[src/rtl/w_ptr_full.sv]
// Write-domain pointer and full-flag generator for the asynchronous FIFO.
// Owns the binary/Gray write pointers and the full, almost-full, level and overflow status.
module w_ptr_full #(
  parameter int unsigned ADDR_BITS    = 4,
  parameter int unsigned AFULL_MARGIN = 2
) (
  input  logic                 w_clk,
  input  logic                 w_rst,
  input  logic                 w_inc,
  input  logic [ADDR_BITS:0]   w_sync_r_ptr,
  input  logic                 w_ovf_clr,
  output logic                 w_en,
  output logic [ADDR_BITS-1:0] w_addr,
  output logic [ADDR_BITS:0]   w_ptr,
  output logic                 w_full,
  output logic                 w_almost_full,
  output logic [ADDR_BITS:0]   w_level,
  output logic                 w_overflow
);

  localparam int unsigned         PW        = ADDR_BITS + 1;
  localparam int unsigned         DEPTH     = 1 << ADDR_BITS;
  localparam logic [ADDR_BITS:0]  AFULL_LVL = PW'(DEPTH - AFULL_MARGIN);

  logic [ADDR_BITS:0] w_bin_q,   w_bin_d;
  logic [ADDR_BITS:0] w_gray_q,  w_gray_d;
  logic [ADDR_BITS:0] w_level_q, w_level_d;
  logic               w_full_q,  w_full_d;
  logic               w_afull_q, w_afull_d;
  logic               w_ovf_q,   w_ovf_d;
  logic [ADDR_BITS:0] r_bin;

  assign w_en = w_inc & ~w_full_q;

  // Gray-to-binary: each bit is the XOR of the Gray bits from the MSB down to it.
  always_comb begin
    r_bin = '0;
    for (int unsigned i = 0; i <= ADDR_BITS; i++) begin
      r_bin[i] = ^(w_sync_r_ptr >> i);
    end
  end

  always_comb begin
    w_bin_d   = w_bin_q + {{ADDR_BITS{1'b0}}, w_en};
    w_gray_d  = w_bin_d ^ (w_bin_d >> 1);
    w_full_d  = (w_gray_d == {~w_sync_r_ptr[ADDR_BITS -: 2],
                              w_sync_r_ptr[ADDR_BITS-2:0]});
    w_level_d = w_bin_d - r_bin;
    w_afull_d = (w_level_d >= AFULL_LVL);
    // Set has priority over a coincident clear.
    w_ovf_d   = (w_inc & w_full_q) | (w_ovf_q & ~w_ovf_clr);
  end

  always_ff @(posedge w_clk or posedge w_rst) begin
    if (w_rst) begin
      w_bin_q   <= '0;
      w_gray_q  <= '0;
      w_level_q <= '0;
      w_full_q  <= 1'b0;
      w_afull_q <= 1'b0;
      w_ovf_q   <= 1'b0;
    end else begin
      w_bin_q   <= w_bin_d;
      w_gray_q  <= w_gray_d;
      w_level_q <= w_level_d;
      w_full_q  <= w_full_d;
      w_afull_q <= w_afull_d;
      w_ovf_q   <= w_ovf_d;
    end
  end

  assign w_addr        = w_bin_q[ADDR_BITS-1:0];
  assign w_ptr         = w_gray_q;
  assign w_full        = w_full_q;
  assign w_almost_full = w_afull_q;
  assign w_level       = w_level_q;
  assign w_overflow    = w_ovf_q;

endmodule

[config.mk]
export PLATFORM = sky130hd
export DESIGN_NAME = w_ptr_full
export DESIGN_NICKNAME = d
export VERILOG_FILES = /design/src/rtl/w_ptr_full.sv
export SDC_FILE = /design/constraint.sdc
export NUM_CORES = 1
export LEC_CHECK = 0
export BUFFER_PORTS_ARGS = -buffer_cell sky130_fd_sc_hd__buf_2
export CAP_MARGIN = 20
export CORE_MARGIN = 5
export CORE_UTILIZATION = 50
export CTS_BUF_LIST = sky130_fd_sc_hd__clkbuf_16
export DETAILED_ROUTE_END_ITERATION = 8
export PLACE_DENSITY = 0.77
export SETUP_SLACK_MARGIN = 0.05
export SLEW_MARGIN = 15
export SYNTH_ARGS = -nofsm -noshare
export SYNTH_HDL_FRONTEND = slang
export SYNTH_SLANG_ARGS = --single-unit
[constraint.sdc]
create_clock -name w_clk -period 2.97 [get_ports w_clk]
set_clock_uncertainty 0.1 [all_clocks]
set_input_delay 0 -clock w_clk [delete_from_list [all_inputs] [get_ports w_clk]]
set_output_delay 0 -clock w_clk [all_outputs]
set_load 0.05 [all_outputs]
# --- Yosys cells after proc, flatten, opt, wreduce, memory -nomap -nowiden ---
# Index checks and enable logic that the tools add are counted.
word_totals:
  ramBits: 0
  latchBits: 0
  rom_bits: 0
  register_bits: 18
  memories: 0
classes:
  n_eq_ne: 1
  shift: 0
  mux: 0
  n_div: 0
  reduce_logical: 5
  multipliers: 0
  n_lt_le_gt_ge: 1
  bitwise_logic: 8
  n_addsub: 2
ops:
  columns: ["operator", "n"]
  rows:
  - ["$reduce_xor 5->1", 5]
  - ["$add 5x1->5", 1]
  - ["$eq 5x5->1", 1]
  - ["$ge 5x4->1 const B", 1]
  - ["$sub 5x5->5", 1]
  - ["$xor 5x4->5", 1]
  - ["$and 1x1->1", 3]
  - ["$not 1->1", 2]
  - ["$not 2->2", 1]
  - ["$or 1x1->1", 1]

# --- Longest topological paths before layout ---
# Gate-level depths: netlist of the first run.
logic_depth:
  word_depth: 5
  ltp_mapped: 10

# --- Worst setup path after synthesis of the first run ---
# OpenSTA, ideal clock, no wires.
synth_timing:
  path_type: "reg-to-reg"
  startpoint: "reg w_full_q, in the netlist w_full"
  endpoint: "reg w_afull_q, in the netlist w_almost_full"
  arrival_time_ns: 3.231
  stages_incl_launch_ff: 10
  setup_slack_ns: -0.488
  path_cell_list: "dfrtp_1 -> nor2b_1 -> ha_1 -> ha_1 -> xor2_1 -> ha_1 -> nor2b_1 -> nor3_1 -> o211a_1 -> a311o_1"
synth_via:
  elab_chain_cells: 5
synth_lines:
  columns: ["element", "line_no", "source"]
  rows:
  - ["from (decl)", "28", "logic w_full_q, w_full_d;"]
  - ["from (signal assigned)", "66", "w_full_q <= w_full_d;"]
  - ["$not 1->1", "33", "assign w_en = w_inc & ~w_full_q;"]
  - ["$and 1x1->1", "33", null]
  - ["net w_en", "12", "output logic w_en,"]
  - ["$add 5x1->5", "44", "w_bin_d = w_bin_q + {{ADDR_BITS{1'b0}}, w_en};"]
  - ["net w_bin_d[2]", "25", "logic [ADDR_BITS:0] w_bin_q, w_bin_d;"]
  - ["$sub 5x5->5", "48", "w_level_d = w_bin_d - r_bin;"]
  - ["$ge 5x4->1", "49", "w_afull_d = (w_level_d >= AFULL_LVL);"]
  - ["net w_afull_d", "29", "logic w_afull_q, w_afull_d;"]
  - ["to (signal assigned)", "67", "w_afull_q <= w_afull_d;"]
  - ["to (decl)", "29", null]
# The timed path passes the listed nets, and every way through them passes these cells.

# --- Worst setup path in the final report of the first run ---
layout_timing:
  startpoint: "reg w_full_q, in the netlist w_full"
  endpoint: "reg w_afull_q, in the netlist w_almost_full"
layout_via:
  elab_chain_cells: 5
layout_lines:
  columns: ["element", "line_no"]
  rows:
  - ["$not 1->1", "33"]
  - ["$and 1x1->1", "33"]
  - ["$add 5x1->5", "44"]
  - ["net w_bin_d[1]", "25"]
  - ["$sub 5x5->5", "48"]
  - ["$ge 5x4->1", "49"]
  - ["net w_afull_d", "29"]
# The timed path passes the listed nets, and every way through them passes these cells.

==> results.sh, run 1 <==
export IMPL_status="complete, no violations"
export IMPL_numClockSinks=17
export IMPL_min_from="w_sync_r_ptr[0]"
export IMPL_synth_seq_cells=17
export IMPL_synthTopCellsByArea="dfrtp_1 (45%), xnor2_1 (8.4%), ha_1 (6.7%), xor2_1 (6.5%), inv_1 (3.6%)"
export IMPL_ys_async_sr_fraction_pct=100
export IMPL_finalSetupTns_ps=0
export IMPL_worst_path_max_fanout=6
export IMPL_max_freq_mhz=377
export IMPL_die_x_um=53.4
export IMPL_cts_htree_levels=1
export IMPL_wl_per_cell_um=13.0
export IMPL_synth_xor_area_share_pct=25.2
export IMPL_hold_depth=4
export IMPL_die_area_um2=2850
export IMPL_finalHoldViolations=0
export IMPL_grt_pass1_vias=687
export IMPL_multi_input_area_um2=477
export IMPL_synth_edf_count=0
export IMPL_synth_simple_area_share_pct=8.39
export IMPL_gp_congestion=0.858
export IMPL_netlist_area_um2=940
export IMPL_ioPinCount=27
export IMPL_synth_fa_ha_area_share_pct=8.79
export IMPL_rsz0062_at_grt="no"
export IMPL_fillers=145
export IMPL_antenna_found_initial=0
export IMPL_muxShareOfSynthArea_pct=0
export IMPL_setup_violations=0
export IMPL_port_buffers=26
export IMPL_reg2regPathDepth=9
export IMPL_r2r_start="w_full"
export IMPL_initial_core_util_pct=53.3
export IMPL_post_route_drc_count=0
export IMPL_synth_top_family_by_area="XOR/XNOR gates"
export IMPL_crit_required_ps=3000
export IMPL_synthCells=77
export IMPL_ant_nets=0
export IMPL_final_net_count=127
export IMPL_report_final_slew_viol_count=0
export IMPL_cts_root_buffer_cell="clkbuf_16"
export IMPL_synth_seq_area_share_pct=45.3
export IMPL_ctsLongestPathBuffers=2
export IMPL_row_count=15
export IMPL_ys_warn_count=0
export IMPL_tightest_slew_ps=594
export IMPL_synth_avg_cell_area_um2=12.2
export IMPL_synth_common_cells="dfrtp_1 (17), inv_1 (9), xnor2_1 (9)"
export IMPL_core_area_um2=1760
export IMPL_grt_max_degree=18
export IMPL_path_class="flip-flop to flip-flop"
export IMPL_synth_top_cell_area_share_pct=45.3
export IMPL_yosysMostFrequentCell="dfrtp_1"
export IMPL_synth_distinct_cells=26
export IMPL_vias=647
export IMPL_die_y_um=53.4
export IMPL_slew_limit_headroom_pct=60.4
export IMPL_grt_ovfl_total=0
export IMPL_fin_crit_sh_pct=89.4
export IMPL_cts_tree="done"
export IMPL_hold_class="primary input to flip-flop"
export IMPL_synth_nets=92
export IMPL_seq_area_um2=427
export IMPL_ys_flop_type="dfrtp_1"
export IMPL_maxCapViolations=0
export IMPL_period_minus_slack_ps=2650
export IMPL_postCtsSetupBuffers=0
export IMPL_clk_insertion_delay_late_ps=240
export IMPL_num_antenna_cells=0
export IMPL_path_clk_slew_ps=50
export IMPL_grt_pass1_wl_um=2900
export IMPL_areaGrowthSynthToFinish_pct=30.4
export IMPL_initialDrtViolationCount=9
export IMPL_cts_made_buffers=3
export IMPL_crit_arrival_ps=2680
export IMPL_yosysTopAreaCell="dfrtp_1"
export IMPL_routed_wl_um=1770
export IMPL_avgViaCountPerCell=4.76
export IMPL_cp_start_kind="flip-flop"
export IMPL_grt_usage_pct=14.6
export IMPL_cts_hold_buf=4
export IMPL_synth_compound_area_share_pct=7.59
export IMPL_drive_above_1_share_pct=34.2
export IMPL_cts_resized=0
export IMPL_dr_pass1_iters=4
export IMPL_crit_start="w_full"
export IMPL_place_hpwl_um=1420
export IMPL_crit_path_end_kind="flip-flop"
logic make-up (layout without fill, tap and decap cells):
| logic type | after synthesis | after routing |
|---|---|---|
| adder cells (fa/ha/maj) | 6 | 6 |
| AND/OR/NAND/NOR | 14 | 14 |
| flip-flops | 17 | 17 |
| buffers and inverters | 10 | 44 |
| XOR/XNOR | 21 | 21 |
| AO/OA/AOI/OAI | 9 | 9 |
worst max-delay path, cell delays in order, from the launching register on:
cell and delay (ps):
dfrtp_2 390, nor2b_4 50, ha_1 210, ha_1 400
inv_1 120, fa_1 470, nor2b_1 170, nor3_1 80
o211a_1 230, a311o_1 320
layout by cell type, fill, tap and decap left out:
master and n:
nor3_1 1, o21ai_1 2, a221oi_2 1, inv_1 10
xnor2_2 1, or2_1 2, fa_1 1, xnor3_1 1
xnor2_1 9, or3_1 2, xor3_2 1, nor2b_4 1
a311oi_1 1, xor2_1 7, buf_4 1, ha_1 5
dfrtp_2 1, nor2b_1 1, dfrtp_1 16, nand3_1 3
a21oi_1 1, o211a_1 1, nand3_2 1, nand2_1 3
dlygate4sd3_1 4, xor2_2 2, a21boi_1 1, clkbuf_16 3
a311o_1 1, buf_2 26, o21ai_0 1
worst paths after layout:
| kind | end | slack [ps] |
|---|---|---|
| setup reg to reg | w_almost_full | 320 |
| setup / recovery | w_almost_full | 320 |
| hold reg to reg | w_bin_q[0] | 520 |
| min in group asynchronous | w_overflow | 260 |
| max in group asynchronous | w_full | 2090 |
| hold / removal | w_full | 30 |
routing by layer:
metal / vias to the layer above / GRT usage (%) / share of wire (%)
met3: 4 / 2.54 / 6.3
met5: - / 0 / 0
met1: 292 / 16.6 / 42
li1: 322 / - / -
met2: 29 / 24.3 / 49
met4: 0 / 10.2 / 2.9
stage by stage:
stage	area, um^2	utilization, %	cells	hold WS [ps]	setup slack (ps)
after floorplan	948	-	77	-174	108
after global placement	1110	62.7	128	-4.32	347
after detailed placement	1110	62.7	128	-3.44	313
after CTS	1220	69.4	136	34.4	307
after global routing	1220	69.4	136	44.2	195
final	1220	69.4	136	32.3	315
cell type report:
type                    count  share of cell area, %
multi-input cells          50                   38.9
flip-flops and latches     17                   34.8
repair buffers             31                   14.5
clock buffers               3                   6.13
inverters                   9                   2.76
well taps                  25                   2.55
clock inverters             1                  0.306
sequential cells by signal, summed over array words and instances (netlist names):
signal	flops
w_level	5
w_full	1
w_almost_full	1
w_bin_q	5
w_ptr	4
w_overflow	1
Power of run 1 is left out: the tool's default activity adds up to more than one toggle a clock period on the data nets, which glitch-free logic cannot reach.
==> run 2, diff against run 1 <==
--- a/config.mk
+++ b/config.mk
@@ -8,10 +8,10 @@
 export BUFFER_PORTS_ARGS = -buffer_cell sky130_fd_sc_hd__buf_2
 export CAP_MARGIN = 20
 export CORE_MARGIN = 5
-export CORE_UTILIZATION = 50
+export CORE_UTILIZATION = 45
 export CTS_BUF_LIST = sky130_fd_sc_hd__clkbuf_16
 export DETAILED_ROUTE_END_ITERATION = 8
-export PLACE_DENSITY = 0.77
+export PLACE_DENSITY = 0.71
 export SETUP_SLACK_MARGIN = 0.05
 export SLEW_MARGIN = 15
 export SYNTH_ARGS = -nofsm -noshare
==> run 2 against run 1 <==
Net effect:
- core utilization fell by 8.3 points
- design area fell by 1.1%
- worst hold slack got worse by 19 ps
- largest cell class unchanged
==> results.sh, run 2 (synthesis results as in run 1) <==
export IMPL_die_y_um=55.7
export IMPL_postCtsSetupBuffers=0
export IMPL_core_area_um2=1980
export IMPL_crit_arrival_ps=2780
export IMPL_die_x_um=55.7
export IMPL_numClockSinks=17
export IMPL_setup_violations=0
export IMPL_cts_root_buffer_cell="clkbuf_16"
export IMPL_max_freq_mhz=363
export IMPL_wl_per_cell_um=12.7
export IMPL_ant_nets=0
export IMPL_cp_start_kind="flip-flop"
export IMPL_gp_congestion=0.797
export IMPL_cts_made_buffers=3
export IMPL_post_route_drc_count=0
export IMPL_cts_tree="done"
export IMPL_final_net_count=125
export IMPL_initial_core_util_pct=47.4
export IMPL_path_delay_family="adder cells"
export IMPL_final_cell_mix="buf_2 (26), dfrtp_1 (16), inv_1 (9), xnor2_1 (9), xor2_1 (7)"
export IMPL_maxCapViolations=0
export IMPL_grt_pass1_vias=611
export IMPL_grt_pass1_wl_um=2960
export IMPL_cts_resized=0
export IMPL_die_area_um2=3100
export IMPL_cts_htree_levels=1
export IMPL_final_common_cell="buf_2"
export IMPL_antenna_found_initial=0
export IMPL_path_cells="nor2b_4 -> ha_1 -> ha_1 -> xor2_1 -> ha_1 -> nor2b_1 -> nor3_1 -> a311oi_1 -> a311o_1"
export IMPL_areaGrowthSynthToFinish_pct=28.9
export IMPL_drive_above_1_share_pct=34.9
export IMPL_place_hpwl_um=1380
export IMPL_grt_usage_pct=13.0
export IMPL_grt_max_degree=18
export IMPL_status="complete, no violations"
export IMPL_num_antenna_cells=0
export IMPL_vias=636
export IMPL_ctsLongestPathBuffers=2
export IMPL_cts_hold_buf=3
export IMPL_port_buffers=26
export IMPL_finalHoldViolations=0
export IMPL_hold_class="primary input to flip-flop"
export IMPL_grt_ovfl_total=0
export IMPL_dr_pass1_iters=5
export IMPL_row_count=16
export IMPL_clk_insertion_delay_late_ps=240
export IMPL_crit_required_ps=2990
export IMPL_worst_path_max_fanout=4
export IMPL_slowest_delay_ps=430
export IMPL_period_minus_slack_ps=2760
export IMPL_crit_buf_inv=0
export IMPL_fin_crit_sh_pct=92.8
export IMPL_report_final_slew_viol_count=0
export IMPL_tightest_slew_ps=573
export IMPL_fillers=160
export IMPL_ioPinCount=27
export IMPL_slew_limit_headroom_pct=61.8
export IMPL_path_class="flip-flop to flip-flop"
export IMPL_rsz0062_at_grt="no"
export IMPL_routed_wl_um=1730
export IMPL_initialDrtViolationCount=7
export IMPL_avgViaCountPerCell=4.68
export IMPL_crit_path_end_kind="flip-flop"
export IMPL_crit_top_cell="ha_1"
export IMPL_crit_slowest_cell="dfrtp_2"
export IMPL_path_clk_slew_ps=50
export IMPL_finalSetupTns_ps=0
run 2: through the flow:
stage,util (%),area (um^2),hold WS (ps),cells,setup slack (ps)
5_1_grt,61.1,1210,31.2,136,95.4
3_3_place_gp,55.6,1100,-0.179,129,305
3_5_place_dp,55.6,1100,-13.1,129,282
2_1_floorplan,-,948,-174,77,108
4_1_cts,61.1,1210,18.0,136,238
6_report,61.1,1210,13.3,136,213
run 2: metal layers:
metal	part of all wire (%)	global-route usage (%)
met2	55	22.6
met3	5.3	2.55
met5	0	0
met4	3.5	9.38
met1	36	13.7
run 2: worst reg2reg max path: stages, from the launching register on:
cell and delay (ps):
dfrtp_2 430, nor2b_4 120, ha_1 210, ha_1 240
xor2_1 380, ha_1 350, nor2b_1 170, nor3_1 230
a311oi_1 100, a311o_1 290
run 2: area by class of cell:
| cell class | instances | area, um^2 | area share (%) |
|---|---|---|---|
| repair buffers | 29 | 160 | 13.2 |
| well taps | 27 | 33.8 | 2.79 |
| clock buffers | 3 | 75.1 | 6.20 |
| inverters | 9 | 33.8 | 2.79 |
| multi-input cells | 50 | 477 | 39.4 |
| clock inverters | 1 | 5.00 | 0.413 |
| flip-flops and latches | 17 | 427 | 35.2 |
run 2: path summary, 6_finish.rpt:
path,slack [ps],cells past startpoint,start,end
worst max register to register,210,9,w_full,w_almost_full
max in group asynchronous,2100,3,w_rst,w_full
min in group asynchronous,260,3,w_rst,w_bin_q[0]
worst max-delay path,210,9,w_full,w_almost_full
worst min register to register,530,1,w_bin_q[0],w_bin_q[0]
worst min-delay path,10,3,w_sync_r_ptr[4],w_full
Power of run 2 is left out for the same reason.
==> run 3, diff against run 2 <==
==> constraint.sdc (replaced) <==
create_clock -name w_clk -period 2.97 [get_ports w_clk]
set_clock_uncertainty 0.1 [all_clocks]
set_input_delay 0 -clock w_clk [delete_from_list [all_inputs] [get_ports w_clk]]
set_output_delay 0 -clock w_clk [all_outputs]
set_load 0.01 [all_outputs]
==> run 3 against run 2 <==
Net effect:
- design area increased by 0.62%
- register-to-register slack better by 20 ps
- worst hold slack better by 26 ps
- first-iteration DRC count up 29%
- global-route usage decreased by 1.3 points
- highest routed layer unchanged
==> results.sh, run 3 (synthesis results as in run 1) <==
export IMPL_die_y_um=55.7
export IMPL_cp_start_kind="flip-flop"
export IMPL_grt_ovfl_total=0
export IMPL_areaGrowthSynthToFinish_pct=29.7
export IMPL_hold_depth=4
export IMPL_post_route_drc_count=0
export IMPL_crit_path_end_kind="flip-flop"
export IMPL_setup_violations=0
export IMPL_grt_pass1_vias=664
export IMPL_reg2regPathDepth=9
export IMPL_die_area_um2=3100
export IMPL_cts_root_buffer_cell="clkbuf_16"
export IMPL_die_x_um=55.7
export IMPL_slowest_delay_ps=470
export IMPL_drive_above_1_share_pct=32.4
export IMPL_final_net_count=127
export IMPL_p_leak_nw=0.619
export IMPL_reg2reg_slack_ps=230
export IMPL_maxCapViolations=0
export IMPL_setup_ws_ps=234
export IMPL_avgViaCountPerCell=4.74
export IMPL_dr_pass1_iters=4
export IMPL_r2r_end="w_almost_full"
export IMPL_wl_per_cell_um=12.9
export IMPL_numClockSinks=17
export IMPL_antenna_found_initial=0
export IMPL_path_cells="nor2b_1 -> ha_1 -> ha_1 -> inv_1 -> fa_1 -> nor2b_1 -> nor3_1 -> o211a_1 -> a311o_1"
export IMPL_finalHoldViolations=0
export IMPL_vias=654
export IMPL_finalSetupTns_ps=0
export IMPL_report_final_slew_viol_count=0
export IMPL_min_from="w_sync_r_ptr[0]"
export IMPL_worst_path_max_fanout=6
export IMPL_cts_made_buffers=3
export IMPL_r2r_start="w_full"
export IMPL_crit_slowest_cell="fa_1"
export IMPL_postCtsSetupBuffers=0
export IMPL_crit_arrival_ps=2760
export IMPL_gp_congestion=0.734
export IMPL_fin_crit_sh_pct=92.1
export IMPL_tightest_slew_ps=633
export IMPL_max_freq_mhz=366
export IMPL_clk_insertion_delay_late_ps=240
export IMPL_path_class="flip-flop to flip-flop"
export IMPL_power_density_nw_per_um2=1290
export IMPL_hold_class="primary input to flip-flop"
export IMPL_initial_core_util_pct=47.4
export IMPL_ioPinCount=27
export IMPL_path_clk_slew_ps=50
export IMPL_slew_limit_headroom_pct=57.7
export IMPL_crit_required_ps=2990
export IMPL_routed_wl_um=1780
export IMPL_final_common_cell="buf_2"
export IMPL_ir_drop_mv=0.607
export IMPL_cts_htree_levels=1
export IMPL_ant_nets=0
export IMPL_port_buffers=26
export IMPL_ctsLongestPathBuffers=2
export IMPL_place_hpwl_um=1410
export IMPL_grt_max_degree=18
export IMPL_initialDrtViolationCount=9
export IMPL_rsz0062_at_grt="no"
export IMPL_period_minus_slack_ps=2740
export IMPL_hold_end="w_full"
export IMPL_cts_tree="done"
export IMPL_grt_pass1_wl_um=2900
export IMPL_status="complete, no violations"
export IMPL_final_cell_mix="buf_2 (26), dfrtp_1 (17), inv_1 (10)"
export IMPL_grt_usage_pct=11.7
export IMPL_core_area_um2=1980
export IMPL_row_count=16
export IMPL_post_place_ws_ps=272
export IMPL_num_antenna_cells=0
## run 3: cell types whose count changed in the layout (fill, tap and decap cells not counted)
cell           previous run  this run
dlygate4sd3_1             3         4
nor2b_4                   1         0
buf_4                     0         1
dfrtp_2                   1         0
inv_1                     9        10
dfrtp_1                  16        17
nor2b_1                   1         2
clkinv_2                  1         0
## run 3: worst max path at each step
| stage | startpoint | endpoint |
|---|---|---|
| finish | w_full | w_almost_full |
| global route | w_full | w_almost_full |
| CTS | w_full | w_almost_full |
| detailed placement | w_full | w_almost_full |
| global placement | w_sync_r_ptr[4] | w_almost_full |
| floorplan | w_full | w_almost_full |
## run 3: timing repair
item	4_1_cts	5_1_grt
endpoints found under the hold margin	19	0
hold buffers	4	0
resized for setup	0	0
## run 3: cell type report
class / instances / area [um^2]
clock inverter: 1 / 3.75
inverter: 9 / 33.8
sequential: 17 / 425
tap: 27 / 33.8
fill: 178 / 763
multi-input combinational: 50 / 469
timing repair buffer: 31 / 178
clock buffer: 3 / 75.1
## run 3: routing by layer
metal	vias up	track usage (%)	share of wire (%)
li1	322	-	-
met1	313	13.8	44
met2	17	20.3	50
met3	2	2.78	4.5
met4	0	4.51	0.67
met5	-	0	0
## run 3: stage by stage
| stage | utilization, % | total power [mW] | hold WS [ps] | cells | cell area, um^2 |
|---|---|---|---|---|---|
| 2_1_floorplan | - | 1.06 | -174 | 77 | 940 |
| 3_3_place_gp | 55.5 | 1.28 | -6.81 | 130 | 1100 |
| 3_5_place_dp | 55.5 | 1.31 | 10.2 | 130 | 1100 |
| 4_1_cts | 61.5 | 1.58 | 31.3 | 138 | 1220 |
| 5_1_grt | 61.5 | 1.69 | 46.5 | 138 | 1220 |
| 6_report | 61.5 | 1.57 | 39.5 | 138 | 1220 |
## run 3: critical path, delay by kind of cell, from the launching register on
family	cells	cell delay (ps)
AOI/OAI and AO/OA	2	550
adders and majority gates	3	1130
and+or+nand+nor	3	320
buffers and inverters	1	130
DFF	1	380
## run 3: power by group
group,switching [mW],internal (mW),leakage [nW]
logic,0.473,0.414,0.373
clock network,0.0797,0.178,0.0423
registers,0.0660,0.359,0.204
No activity file was read; power rests on OpenSTA's default activity.
